==> src/rtl/mem_stage_ctrl_pkg.sv <==
// mem_stage_ctrl_pkg: shared M-stage types, field widths and default bus timeout.
package mem_stage_ctrl_pkg;
    localparam int DATA_W = 32;
    localparam int REG_W = 5;
    localparam int TIMEOUT_DEF = 16;

    typedef enum logic {
        IDLE = 1'b0,
        WAIT = 1'b1
    } state_e;

    typedef struct packed {
        logic reg_write;
        logic mem_to_reg;
        logic [DATA_W-1:0] read_data;
        logic [DATA_W-1:0] alu_out;
        logic [REG_W-1:0] write_reg;
        logic align_err;
        logic bus_err;
    } w_fields_t;
endpackage

==> src/rtl/mem_stage_ctrl_if.sv <==
// mem_stage_ctrl_if: data-memory req/ack bus between the M stage (master) and memory (slave).
interface mem_stage_ctrl_if;
    import mem_stage_ctrl_pkg::*;
    logic dmem_req;
    logic dmem_we;
    logic [DATA_W-1:0] dmem_addr;
    logic [DATA_W-1:0] dmem_wdata;
    logic [DATA_W-1:0] dmem_rdata;
    logic dmem_ack;
    modport master (output dmem_req, dmem_we, dmem_addr, dmem_wdata, input dmem_rdata, dmem_ack);
    modport slave (input dmem_req, dmem_we, dmem_addr, dmem_wdata, output dmem_rdata, dmem_ack);
endinterface

==> src/rtl/mem_wait_timer.sv <==
// mem_wait_timer: counts stalled request cycles and flags the last one allowed before abort.
module mem_wait_timer
    import mem_stage_ctrl_pkg::*;
#(
    parameter int TIMEOUT = TIMEOUT_DEF,
    parameter int CNT_W = 5
) (
    input  logic clk,
    input  logic rst_n,
    input  logic inc_i,
    output logic tc_o
);
    logic [CNT_W-1:0] cnt_q, cnt_d;

    always_comb begin
        cnt_d = inc_i ? cnt_q + CNT_W'(1) : '0;
        tc_o = cnt_q == CNT_W'(TIMEOUT - 1);
    end

    always_ff @(posedge clk) begin
        if (!rst_n) cnt_q <= '0;
        else cnt_q <= cnt_d;
    end
endmodule

==> src/rtl/mem_stage_ctrl.sv <==
// mem_stage_ctrl: M-stage data-memory access over req/ack, with upstream stall,
// misalignment and timeout reporting, and the M-to-W pipeline register.
module mem_stage_ctrl
    import mem_stage_ctrl_pkg::*;
#(
    parameter int TIMEOUT = TIMEOUT_DEF,
    parameter int CNT_W = 5
) (
    input  logic clk,
    input  logic rst_n,
    input  logic RegWriteM,
    input  logic MemtoRegM,
    input  logic MemWriteM,
    input  logic [DATA_W-1:0] ALUOutM,
    input  logic [DATA_W-1:0] WriteDataM,
    input  logic [REG_W-1:0] WriteRegM,
    output logic StallM,
    mem_stage_ctrl_if.master bus,
    output logic RegWriteW,
    output logic MemtoRegW,
    output logic [DATA_W-1:0] ReadDataW,
    output logic [DATA_W-1:0] ALUOutW,
    output logic [REG_W-1:0] WriteRegW,
    output logic AlignErrW,
    output logic BusErrW
);
    state_e state_q, state_d;
    w_fields_t w_q, w_d;
    logic access, align, abort, tc;

    mem_wait_timer #(.TIMEOUT(TIMEOUT), .CNT_W(CNT_W)) u_timer (
        .clk  (clk),
        .rst_n(rst_n),
        .inc_i(StallM),
        .tc_o (tc)
    );

    assign bus.dmem_we = MemWriteM;
    assign bus.dmem_addr = {ALUOutM[DATA_W-1:2], 2'b00};
    assign bus.dmem_wdata = WriteDataM;

    // M inputs are frozen while stalled, so WAIT needs no captured copy of them.
    always_comb begin
        access = MemWriteM | MemtoRegM;
        align = (state_q == IDLE) & access & (ALUOutM[1:0] != 2'b00);
        bus.dmem_req = rst_n & ((state_q == WAIT) | (access & !align));
        abort = (state_q == WAIT) & !bus.dmem_ack & tc;
        StallM = bus.dmem_req & !bus.dmem_ack & !abort;
        state_d = StallM ? WAIT : IDLE;
        w_d = w_q;
        w_d.reg_write = !StallM & !align & !abort & RegWriteM;
        w_d.mem_to_reg = !StallM & !align & !abort & MemtoRegM & !MemWriteM;
        w_d.align_err = align;
        w_d.bus_err = abort;
        w_d.alu_out = StallM ? w_q.alu_out : ALUOutM;
        w_d.write_reg = StallM ? w_q.write_reg : WriteRegM;
        w_d.read_data = (bus.dmem_req & bus.dmem_ack & MemtoRegM & !MemWriteM) ? bus.dmem_rdata : w_q.read_data;
    end

    always_ff @(posedge clk) begin
        if (!rst_n) begin
            state_q <= IDLE;
            w_q <= '0;
        end else begin
            state_q <= state_d;
            w_q <= w_d;
        end
    end

    assign RegWriteW = w_q.reg_write;
    assign MemtoRegW = w_q.mem_to_reg;
    assign ReadDataW = w_q.read_data;
    assign ALUOutW = w_q.alu_out;
    assign WriteRegW = w_q.write_reg;
    assign AlignErrW = w_q.align_err;
    assign BusErrW = w_q.bus_err;
endmodule

==> src/flat_wrapper.sv <==
// flat-port wrapper written by rule: the top's interface ports become plain ports
module mem_stage_ctrl_flat import mem_stage_ctrl_pkg::*;
#(
    parameter int TIMEOUT = TIMEOUT_DEF,
    parameter int CNT_W = 5
)
  (clk, rst_n, RegWriteM, MemtoRegM, MemWriteM, ALUOutM, WriteDataM, WriteRegM, StallM, RegWriteW, MemtoRegW, ReadDataW, ALUOutW, WriteRegW, AlignErrW, BusErrW, bus_dmem_req, bus_dmem_we, bus_dmem_addr, bus_dmem_wdata, bus_dmem_rdata, bus_dmem_ack);
  mem_stage_ctrl_if bus_i ();
  input  logic clk;
  input  logic rst_n;
  input  logic RegWriteM;
  input  logic MemtoRegM;
  input  logic MemWriteM;
  input  logic [DATA_W-1:0] ALUOutM;
  input  logic [DATA_W-1:0] WriteDataM;
  input  logic [REG_W-1:0] WriteRegM;
  output logic StallM;
  output logic RegWriteW;
  output logic MemtoRegW;
  output logic [DATA_W-1:0] ReadDataW;
  output logic [DATA_W-1:0] ALUOutW;
  output logic [REG_W-1:0] WriteRegW;
  output logic AlignErrW;
  output logic BusErrW;
  output wire logic [$bits(bus_i.dmem_req)-1:0] bus_dmem_req;
  output wire logic [$bits(bus_i.dmem_we)-1:0] bus_dmem_we;
  output wire logic [$bits(bus_i.dmem_addr)-1:0] bus_dmem_addr;
  output wire logic [$bits(bus_i.dmem_wdata)-1:0] bus_dmem_wdata;
  input wire logic [$bits(bus_i.dmem_rdata)-1:0] bus_dmem_rdata;
  input wire logic [$bits(bus_i.dmem_ack)-1:0] bus_dmem_ack;
  assign bus_dmem_req = bus_i.dmem_req;
  assign bus_dmem_we = bus_i.dmem_we;
  assign bus_dmem_addr = bus_i.dmem_addr;
  assign bus_dmem_wdata = bus_i.dmem_wdata;
  assign bus_i.dmem_rdata = bus_dmem_rdata;
  assign bus_i.dmem_ack = bus_dmem_ack;
  mem_stage_ctrl #(.TIMEOUT(TIMEOUT), .CNT_W(CNT_W)) u_core (.clk(clk), .rst_n(rst_n), .RegWriteM(RegWriteM), .MemtoRegM(MemtoRegM), .MemWriteM(MemWriteM), .ALUOutM(ALUOutM), .WriteDataM(WriteDataM), .WriteRegM(WriteRegM), .StallM(StallM), .bus(bus_i), .RegWriteW(RegWriteW), .MemtoRegW(MemtoRegW), .ReadDataW(ReadDataW), .ALUOutW(ALUOutW), .WriteRegW(WriteRegW), .AlignErrW(AlignErrW), .BusErrW(BusErrW));
endmodule
==> config.mk <==
export PLATFORM = sky130hd
export DESIGN_NAME = mem_stage_ctrl_flat
export DESIGN_NICKNAME = d
export VERILOG_FILES = /design/src/rtl/mem_stage_ctrl_pkg.sv /design/src/rtl/mem_stage_ctrl_if.sv /design/src/rtl/mem_wait_timer.sv /design/src/rtl/mem_stage_ctrl.sv /design/src/flat_wrapper.sv
export SDC_FILE = /design/constraint.sdc
export NUM_CORES = 1
export LEC_CHECK = 0
export BUFFER_PORTS_ARGS = -buffer_cell sky130_fd_sc_hd__clkbuf_2
export CAP_MARGIN = 20
export CORE_ASPECT_RATIO = 0.5
export CORE_MARGIN = 4
export CORE_UTILIZATION = 35
export DETAILED_ROUTE_END_ITERATION = 8
export PLACE_DENSITY = 0.73
export RECOVER_POWER = 100
export SLEW_MARGIN = 30
export SYNTH_ARGS = -nofsm -noshare
export SYNTH_HDL_FRONTEND = slang
export SYNTH_SLANG_ARGS = --single-unit
==> constraint.sdc <==
create_clock -name clk -period 1.9 [get_ports clk]
set_input_delay 0.095 -clock clk [delete_from_list [all_inputs] [get_ports clk]]
set_output_delay 0.095 -clock clk [all_outputs]
set_load 0.01 [all_outputs]
==> qor.yml, run 1 <==
timing:
  drv_slew: 0
  max_freq_mhz: 496
  tns_ns: -2.17
  grt_setup_unrepaired: "true"
  finalSetupViolations: 29
  timing_hold_violations_final: 0
  fin_crit_ns: 2.02
  period_share_pct: 106
  layout_setup_ws_ns: -0.117
  fin_skew_ns: 0.00416
floorplanning:
  pin_count: 247
  die_w_um: 150
  rows: 25
  die_area_mm2: 0.0119
  core_mm2: 0.00963
  start_util_pct: 36.7
  die_y_um: 79.1
cts:
  insertion_delay_ns: 0.32
  clock_path_buffers: 2
  clk_pin_slew_ns: 0.06
  cts_tree: "done"
  cts-root-buf: "clkbuf_16"
  htreeDepth: 3
  cts_sinks: 79
  cts_inserted_buffers: 9
job:
  maxCapViolCount: 0
global_routing:
  grt_pass1_wl_um: 14600
  grt-ovfl-total: 0
  antenna_found_initial: 0
  grt_usage_pct: 15.3
  grt_pass1_vias: 2988
  grt_max_degree: 59
hold_path:
  hold_path_depth: 3
  min_from: "bus_dmem_rdata[18]"
  hold_path_class: "in -> reg"
  min_to: "u_core.ReadDataW[18]"
pwr:
  internal_power_uw: 3060
  p_sw_share_pct: 23.3
  power.density_mw_per_mm2: 814
  switchingPower_uw: 931
  comb_power_share_pct: 13.1
  p_leak_uw: 0.00198
  p_seq_share_pct: 44.0
  peakVddDrop_v: 0.000449
  p_clk_share_pct: 42.9
setup_path:
  crit_chain: "ha_4, and3_4, ha_4, a21o_1, buf_4, buf_6, nor2_4, buf_6, buf_12, mux2i_2"
  rrSetupSlack_ns: -0.12
  crit_slowest_cell: "dfxtp_4"
  crit_buf_inv: 4
  timing.rr.start: "u_core.u_timer.cnt_q[1]"
  reg2reg_to: "u_core.ALUOutW[18]"
  cp_max_fo: 6
  cp.arrival_ns: 2.26
  cp.depth: 10
  cp-start-kind: "register"
  cp.required_ns: 2.15
  worstSetupPathType: "reg -> reg"
  cpLargestDelayFamily: "buffers and inverters"
  critPathCaptureType: "register"
  r2r_cells: 10
  critical_path.max_stage_delay_ns: 0.36
placed_design:
  portBuffers: 180
  gp_congestion: 0.765
  place.detailed.instances: 643
  place_hpwl_um: 6340
  place_ws_ns: 0.0776
  placed_cell_area_mm2: 0.00410
cells_and_area:
  drive_above_1_share_pct: 20.8
  num-nets-final: 683
  design_area_mm2: 0.00491
  num_antenna_cells: 0
  area_growth_pct: 38.7
  fill_cells: 918
  instances_no_fill: 713
detailed_routing:
  num_vias: 3105
  routed_via_density: 4.35
  drt-initial-drc-count: 130
  wl_um: 9610
  drc: 0
  drt.antenna.violating_nets: 0
  wl_per_cell_um: 13.5
  firstDrtPassIters: 4
synth:
  synthTopCellsByCount: "139 x nand2_1, 79 x dfxtp_1, 65 x buf_4"
  synthFlopType: "dfxtp_1"
  ys_async_sr_fraction_pct: 0
  synthXorXnorAreaFrac_pct: 0.495
  synthDistinctLibCells: 28
  synth_most_common_cell: "nand2_1"
  ys_seq_area_share_pct: 44.7
  netlist_area_mm2: 0.00354
  synth_top_area_cell: "dfxtp_1"
  synth_fa_ha_area_share_pct: 0.707
  ys_warn_count: 0
  synth_edf_count: 0
  synth_area_leaders: "dfxtp_1 45%, nand2_1 15%, buf_4 14%"
  synth_compound_area_share_pct: 8.02
  synthSimpleGateAreaFrac_pct: 18.1
  synth_top_family_by_area: "simple AND/OR/NAND/NOR gates"
  yosysTopAreaCellShare_pct: 44.7
  synthesis.instances: 406
  synthMuxAreaShare_pct: 10.5
  avgSynthCellArea_um2: 8.72
  synth_seq_cells: 79
outcome:
  failed_checks: "negative setup slack"
  outcome: "finished, violations left"
## final cells by class
class / instances / area (um^2) / share of cell area, %
clock buffer: 12 / 256 / 5.23
timing repair buffer: 243 / 1450 / 29.6
tap: 135 / 169 / 3.44
sequential: 79 / 1590 / 32.3
inverter: 4 / 15.0 / 0.306
multi-input combinational: 237 / 1390 / 28.2
clock inverter: 3 / 42.5 / 0.867
## per-layer routing
layer	global-route usage (%)	routed length (um)	vias up
met5	0	0	-
met1	15.6	3670	1396
li1	-	-	1567
met3	4.39	565	26
met2	29.0	5140	116
met4	7.30	236	0
## flip-flops by register name, indices dropped and copies added (netlist names)
name / flops
u_core.ALUOutW: 32
u_core.AlignErrW: 1
u_core.BusErrW: 1
u_core.MemtoRegW: 1
u_core.ReadDataW: 32
u_core.RegWriteW: 1
u_core.WriteRegW: 5
u_core.state_q: 1
u_core.u_timer.cnt_q: 5
## worst max path at each step
stage | startpoint | to | slack, ns
final | u_core.u_timer.cnt_q[1] | u_core.ALUOutW[18] | -0.12
after global routing | u_core.u_timer.cnt_q[1] | StallM | -0.19
after CTS | u_core.u_timer.cnt_q[1] | StallM | -0.12
after detailed placement | u_core.u_timer.cnt_q[0] | u_core.u_timer.cnt_q[2] | 0.08
after global placement | u_core.u_timer.cnt_q[0] | StallM | 0.12
after floorplan | u_core.u_timer.cnt_q[0] | u_core.u_timer.cnt_q[1] | 0.07
## per-stage QoR
stage          hold WS [ns]  total power (uW)  util [%]
2_1_floorplan         0.222              2130         -
3_3_place_gp          0.190              2230      42.6
3_5_place_dp          0.190              2240      42.6
4_1_cts           0.0000167              4050      51.0
5_1_grt           0.0000866              4180      50.9
6_report             0.0124              4000      50.9
## kinds of logic (layout without fill, tap and decap cells)
| kind of cell | Yosys count | after routing |
|---|---|---|
| buffers and inverters | 91 | 262 |
| adder cells (fa/ha/maj) | 2 | 2 |
| XOR/XNOR | 2 | 2 |
| flip-flops | 79 | 79 |
| AO/OA/AOI/OAI | 36 | 36 |
| other | 1 | 2 |
| multiplexers | 37 | 37 |
| AND/OR/NAND/NOR | 158 | 158 |
## power groups by stage
stage               combinational, uW  sequential [uW]  clock [uW]
floorplan                         301             1830           0
global placement                  436             1800           0
detailed placement                443             1800           0
CTS                               521             1760        1760
global route                      573             1770        1840
finish                            523             1760        1710
## placed cells by master (no fill, tap or decap), drive strengths merged, types with 2 or more instances in the layout
master	Yosys	final
ha	2	2
inv	4	4
a21boi	32	32
nor3	2	2
clkbuf	12	192
nor2	8	8
conb	1	2
nand2	139	139
dfxtp	79	79
mux2i	37	37
dlygate4sd3	0	44
and2	2	2
buf	75	19
## timing repair
item / 4_1_cts / 5_1_grt
pin swaps: 3 / 2
resized for setup: 8 / 8
buffers inserted: 5 / 4
hold endpoints to repair: 44 / 0
endpoints found under the setup margin: 1 / 35
hold buffers: 44 / 0
cloned: 0 / 3
## worst reg2reg max path, delay by kind of cell (launching register included)
kind,cells,cell delay [ns]
simple gates,2,0.38
fa+ha+maj,2,0.31
mux,1,0.22
buf+inv,4,0.51
compound gates,1,0.17
flops,1,0.36
No activity file was read; power rests on OpenSTA's default activity.
==> inputs of run 2 (changes only) <==
CORE_ASPECT_RATIO = default   (was 0.5)
CORE_UTILIZATION = 31   (was 35)
PLACE_DENSITY = 0.66   (was 0.73)
==> run 2 against run 1 <==
The flow still finishes with violations (negative setup slack). Cell area is 1.1% higher. Setup slack better by 0.038 ns. Via count is 0.97% higher. Worst hold slack better by 0.0040 ns. Die area is 11% higher. Sequential power hardly changed. Sequential share of layout area is 0.37 points lower. Critical path depth is 3 lower. Count of clock-buffer cells in the layout is 1 lower. Critical endpoint is now StallM. Largest cell class unchanged.
==> qor.yml, run 2 (synthesized netlist as in run 1, its figures left out) <==
setup_path:
  cp.arrival_ns: 1.88  # was 2.26 ns
  cp.required_ns: 1.80  # was 2.15 ns
  critPathCaptureType: "primary output"  # was register
  worstSetupPathType: "reg -> out"  # was reg -> reg
  cp_max_fo: 2  # was 6
  crit_slowest_cell: "or3b_4"  # was dfxtp_4
  cp-start-kind: "register"  # unchanged
  cpMostUsedCell: "ha_4"
  critical_path.max_stage_delay_ns: 0.39  # was 0.36 ns
  crit_chain: "ha_4, and3_4, ha_4, a21o_1, or3b_4, inv_2, buf_6"  # was ha_4, and3_4, ha_4, a21o_1, buf_4, buf_6, nor2_4, buf_6, buf_12, mux2i_2
cts:
  cts-root-buf: "clkbuf_16"  # unchanged
  clock_path_buffers: 2  # unchanged
  htreeDepth: 3  # unchanged
  cts_inserted_buffers: 9  # unchanged
  clk_pin_slew_ns: 0.06  # about the same
  cts_tree: "done"  # unchanged
  cts_sinks: 79  # unchanged
  insertion_delay_ns: 0.33  # was 0.32 ns
floorplanning:
  die_y_um: 115  # was 79.1 um
  die_area_mm2: 0.0132  # was 0.0119 mm^2
  rows: 38  # was 25
  pin_count: 247  # unchanged
  die_w_um: 115  # was 150 um
  start_util_pct: 32.2  # was 36.7%
  core_mm2: 0.0110  # was 0.00963 mm^2
cells_and_area:
  area_growth_pct: 40.3  # was 38.7%
  num-nets-final: 690  # was 683
  design_area_mm2: 0.00496  # was 0.00491 mm^2
  final_cell_mix: "139 x nand2_1, 106 x clkbuf_1, 77 x dfxtp_1"  # was 139 x nand2_1, 105 x clkbuf_1, 77 x dfxtp_1
  drive_above_1_share_pct: 19.1  # was 20.8%
  mostFrequentLayoutCell: "nand2_1"  # unchanged
  num_antenna_cells: 0  # unchanged
global_routing:
  antenna_found_initial: 0  # unchanged
  grt-ovfl-total: 0  # unchanged
  grt_pass1_wl_um: 14700  # was 14600 um
  grt_max_degree: 82  # was 59
  grt_pass1_vias: 3235  # was 2988
  grt_usage_pct: 13.8  # was 15.3%
timing:
  max_freq_mhz: 505  # was 496 MHz
  grt_setup_unrepaired: "true"  # unchanged
  fin_skew_ns: 0.00763  # was 0.00416 ns
  fin_crit_ns: 1.98  # was 2.02 ns
  slew_headroom_pct: 55.6
  tightest_slew_ns: 0.665
  whs_ns: 0.0164  # was 0.0124 ns
  period_share_pct: 104  # was 106%
  drv_slew: 0  # unchanged
  layout_setup_ws_ns: -0.0796  # was -0.117 ns
  timing_hold_violations_final: 0  # unchanged
  finalSetupViolations: 1  # was 29
placed_design:
  gp_congestion: 0.738  # was 0.765
  place_hpwl_um: 6200  # was 6340 um
  placed_cell_area_mm2: 0.00408  # was 0.00410 mm^2
  portBuffers: 180  # unchanged
  place_ws_ns: 0.0126  # was 0.0776 ns
detailed_routing:
  firstDrtPassIters: 4  # unchanged
  drt-initial-drc-count: 101  # was 130
  drc: 0  # unchanged
  drt.antenna.violating_nets: 0  # unchanged
  wl_per_cell_um: 13.4  # was 13.5 um
  wl_um: 9720  # was 9610 um
  routed_via_density: 4.32  # was 4.35
  num_vias: 3135  # was 3105
outcome:
  failed_checks: "negative setup slack"  # unchanged
  outcome: "finished, violations left"  # unchanged
job:
  maxCapViolCount: 0  # unchanged
hold_path:
  hold_path_class: "in -> reg"  # unchanged
pwr:
  p_leak_uw: 0.00198  # about the same
  power.density_mw_per_mm2: 772  # was 814 mW/mm^2
  peakVddDrop_v: 0.000513  # was 0.000449 V
run 2: layer usage:
layer | vias up | share of wire, % | track usage, %
met4 | 0 | 2.9 | 7.36
met3 | 29 | 7.1 | 4.05
met2 | 111 | 51 | 25.1
met1 | 1418 | 39 | 14.1
met5 | - | 0 | 0
li1 | 1577 | - | -
run 2: worst paths after layout:
kind              cells past startpoint  slack (ns)                  end                    start
setup / recovery                      7       -0.08               StallM  u_core.u_timer.cnt_q[0]
hold / removal                        3        0.02   u_core.ALUOutW[14]              ALUOutM[14]
setup reg to reg                      9        0.03   u_core.ALUOutW[29]  u_core.u_timer.cnt_q[0]
hold reg to reg                       2        0.46  u_core.ReadDataW[7]      u_core.ReadDataW[7]
run 2: critical path: cells and delay by family, from the launching register on:
kind	cells	cell delay, ns
AOI/OAI and AO/OA	1	0.17
adders and majority gates	2	0.31
buffers and inverters	2	0.16
DFF	1	0.35
and+or+nand+nor	2	0.57
run 2: where the power goes:
| part | internal [uW] | total (uW) | switching (uW) | leakage, uW |
|---|---|---|---|---|
| logic | 271 | 534 | 263 | 0.00120 |
| clock network | 905 | 1540 | 632 | 0.000131 |
| registers | 1720 | 1760 | 36.1 | 0.000649 |
run 2: layout make-up:
type                       instances  area, um^2
timing repair buffer             250        1540
multi-input combinational        237        1380
tap                              140         175
clock buffer                      11         243
sequential                        79        1590
inverter                           4        15.0
clock inverter                     4        22.5
fill                            1106        6020
run 2: metrics by stage:
stage	cells	utilization (%)	TNS, ns	total power, uW
6_report	725	45.2	-0.0796	3830
4_1_cts	721	45.5	-0.110	3910
5_1_grt	725	45.2	-0.505	4020
2_1_floorplan	407	-	0	2130
3_3_place_gp	644	37.2	0	2220
3_5_place_dp	644	37.2	0	2240
run 2: repair_timing:
item | 4_1_cts | 5_1_grt
gates cloned | 0 | 3
endpoints found under the setup margin | 1 | 7
hold buffers | 59 | 0
endpoints found under the hold margin | 59 | 0
gates resized for setup | 9 | 3
pin swaps | 3 | 4
buffers inserted | 3 | 1
==> inputs of run 3 (changes only) <==
SETUP_SLACK_MARGIN = 0.02   (was default)
==> run 3 against run 2 <==
The flow still finishes with violations (negative setup slack). Setup slack about the same. Critical path depth did not move. Combinational power about the same. Fmax hardly changed. Cell area up 0.23%. Core utilization rose by 0.10 points. Critical path type unchanged.
==> qor.yml, run 3 (synthesized netlist as in run 1, its figures left out) <==
outcome:
  outcome: "finished, violations left"  # unchanged
  failed_checks: "negative setup slack"  # unchanged
setup_path:
  crit_buf_inv: 2  # unchanged
  cp.arrival_ns: 1.88  # about the same
  cp-start-kind: "register"  # unchanged
  cp.required_ns: 1.80  # about the same
  crit_slowest_cell: "or3b_4"  # unchanged
  cpMostUsedCell: "ha_4"  # unchanged
  critical_path.max_stage_delay_ns: 0.39  # about the same
  worstSetupPathType: "reg -> out"  # unchanged
  crit_chain: "ha_4, and3_4, ha_4, a21o_1, or3b_4, inv_2, buf_6"  # unchanged
  cp_max_fo: 2  # unchanged
  cpLargestDelayFamily: "simple AND/OR/NAND/NOR gates"  # unchanged
  critPathCaptureType: "primary output"  # unchanged
placed_design:
  place_hpwl_um: 6200  # unchanged
  place_ws_ns: 0.0126  # unchanged
  gp_congestion: 0.738  # unchanged
  portBuffers: 180  # unchanged
global_routing:
  grt_pass1_vias: 3235  # unchanged
  grt_usage_pct: 13.8  # unchanged
  grt_pass1_wl_um: 14700  # unchanged
  grt-ovfl-total: 0  # unchanged
  antenna_found_initial: 0  # unchanged
  grt_max_degree: 82  # unchanged
floorplanning:
  start_util_pct: 32.2  # unchanged
  core_mm2: 0.0110  # unchanged
  die_w_um: 115  # unchanged
  rows: 38  # unchanged
  die_y_um: 115  # unchanged
  pin_count: 247  # unchanged
  die_area_mm2: 0.0132  # unchanged
job:
  maxCapViolCount: 0  # unchanged
cts:
  clock_path_buffers: 2  # unchanged
  cts_sinks: 79  # unchanged
  clk_pin_slew_ns: 0.06  # about the same
  cts-root-buf: "clkbuf_16"  # unchanged
  cts_tree: "done"  # unchanged
  cts_inserted_buffers: 9  # unchanged
  insertion_delay_ns: 0.33  # about the same
  htreeDepth: 3  # unchanged
detailed_routing:
  firstDrtPassIters: 4  # unchanged
  wl_um: 9790  # was 9720 um
  routed_via_density: 4.31  # was 4.32
  num_vias: 3130  # was 3135
  wl_per_cell_um: 13.5  # was 13.4 um
  drt.antenna.violating_nets: 0  # unchanged
  drc: 0  # unchanged
  drt-initial-drc-count: 110  # was 101
timing:
  fin_crit_ns: 1.98  # about the same
  finalSetupViolations: 1  # unchanged
  layout_setup_ws_ns: -0.0798  # was -0.0796 ns
  period_share_pct: 104  # about the same
  tightest_slew_ns: 0.662  # was 0.665 ns
  max_freq_mhz: 505  # about the same
  whs_ns: 0.0157  # was 0.0164 ns
  grt_setup_unrepaired: "true"  # unchanged
  drv_slew: 0  # unchanged
  timing_hold_violations_final: 0  # unchanged
  fin_skew_ns: 0.00772  # was 0.00763 ns
  slew_headroom_pct: 55.9  # was 55.6%
cells_and_area:
  num_antenna_cells: 0  # unchanged
  drive_above_1_share_pct: 19.3  # was 19.1%
  final_cell_mix: "139 x nand2_1, 106 x clkbuf_1, 77 x dfxtp_1"  # unchanged
  mostFrequentLayoutCell: "nand2_1"  # unchanged
  num-nets-final: 691  # was 690
  area_growth_pct: 40.6  # was 40.3%
pwr:
  p_leak_uw: 0.00199  # was 0.00198 uW
  total_power_uw: 3840  # was 3830 uW
  peakVddDrop_v: 0.000512  # was 0.000513 V
  power.density_mw_per_mm2: 771  # was 772 mW/mm^2
hold_path:
  hold_path_class: "in -> reg"  # unchanged
run 3: cell types whose count changed in the layout (fill, tap and decap cells not counted), sizes merged:
cell / previous run / this run
buf: 9 / 10
run 3: tightest hold or removal path, delay by kind of cell:
family / cells / cell delay (ns)
and+or+nand+nor: 1 / 0.06
muxes: 1 / 0.06
buffers and inverters: 1 / 0.09
run 3: timing repair:
| item | 4_1_cts | 5_1_grt |
|---|---|---|
| setup buffers | 3 | 1 |
| hold buffers | 59 | 0 |
| pin swaps | 3 | 4 |
| hold endpoints to repair | 59 | 0 |
| gates cloned | 0 | 4 |
| resized for setup | 9 | 3 |
| setup endpoints to repair | 1 | 18 |
run 3: per-layer routing:
layer  vias to the layer above  part of all wire [%]  track usage [%]
met5                         -                     0                0
met4                         0                   2.8             7.36
met3                        29                   7.2             4.05
met2                       111                    51             25.1
met1                      1411                    39             14.1
li1                       1579                     -                -
run 3: where the power goes:
group          total [uW]  internal [uW]  switching, uW  leakage (uW)
Sequential           1760           1720           36.2      0.000649
Clock                1540            905            633      0.000131
Combinational         537            273            264       0.00121
run 3: path summary, 6_finish.rpt:
path,endpoint,startpoint,cells after the start,slack [ns]
max reg2reg,u_core.ALUOutW[29],u_core.u_timer.cnt_q[0],9,0.03
max,StallM,u_core.u_timer.cnt_q[0],7,-0.08
min reg2reg,u_core.ReadDataW[7],u_core.ReadDataW[7],2,0.46
min,u_core.ALUOutW[14],ALUOutM[14],3,0.02
run 3: area by class of cell:
cell class / instances / area [um^2]
clock buffers: 11 / 243
clock inverters: 4 / 22.5
fillers: 1105 / 6010
multi-input cells: 237 / 1380
inverters: 4 / 15.0
repair buffers: 251 / 1550
well taps: 140 / 175
flip-flops and latches: 79 / 1590
run 3: through the flow:
| stage | area, um^2 | std cells | utilization (%) | TNS, ns |
|---|---|---|---|---|
| 4_1_cts | 4990 | 721 | 45.5 | -0.110 |
| 6_report | 4980 | 726 | 45.3 | -0.0798 |
| 3_5_place_dp | 4080 | 644 | 37.2 | 0 |
| 2_1_floorplan | 3540 | 407 | - | 0 |
| 5_1_grt | 4980 | 726 | 45.3 | -0.694 |
| 3_3_place_gp | 4080 | 644 | 37.2 | 0 |
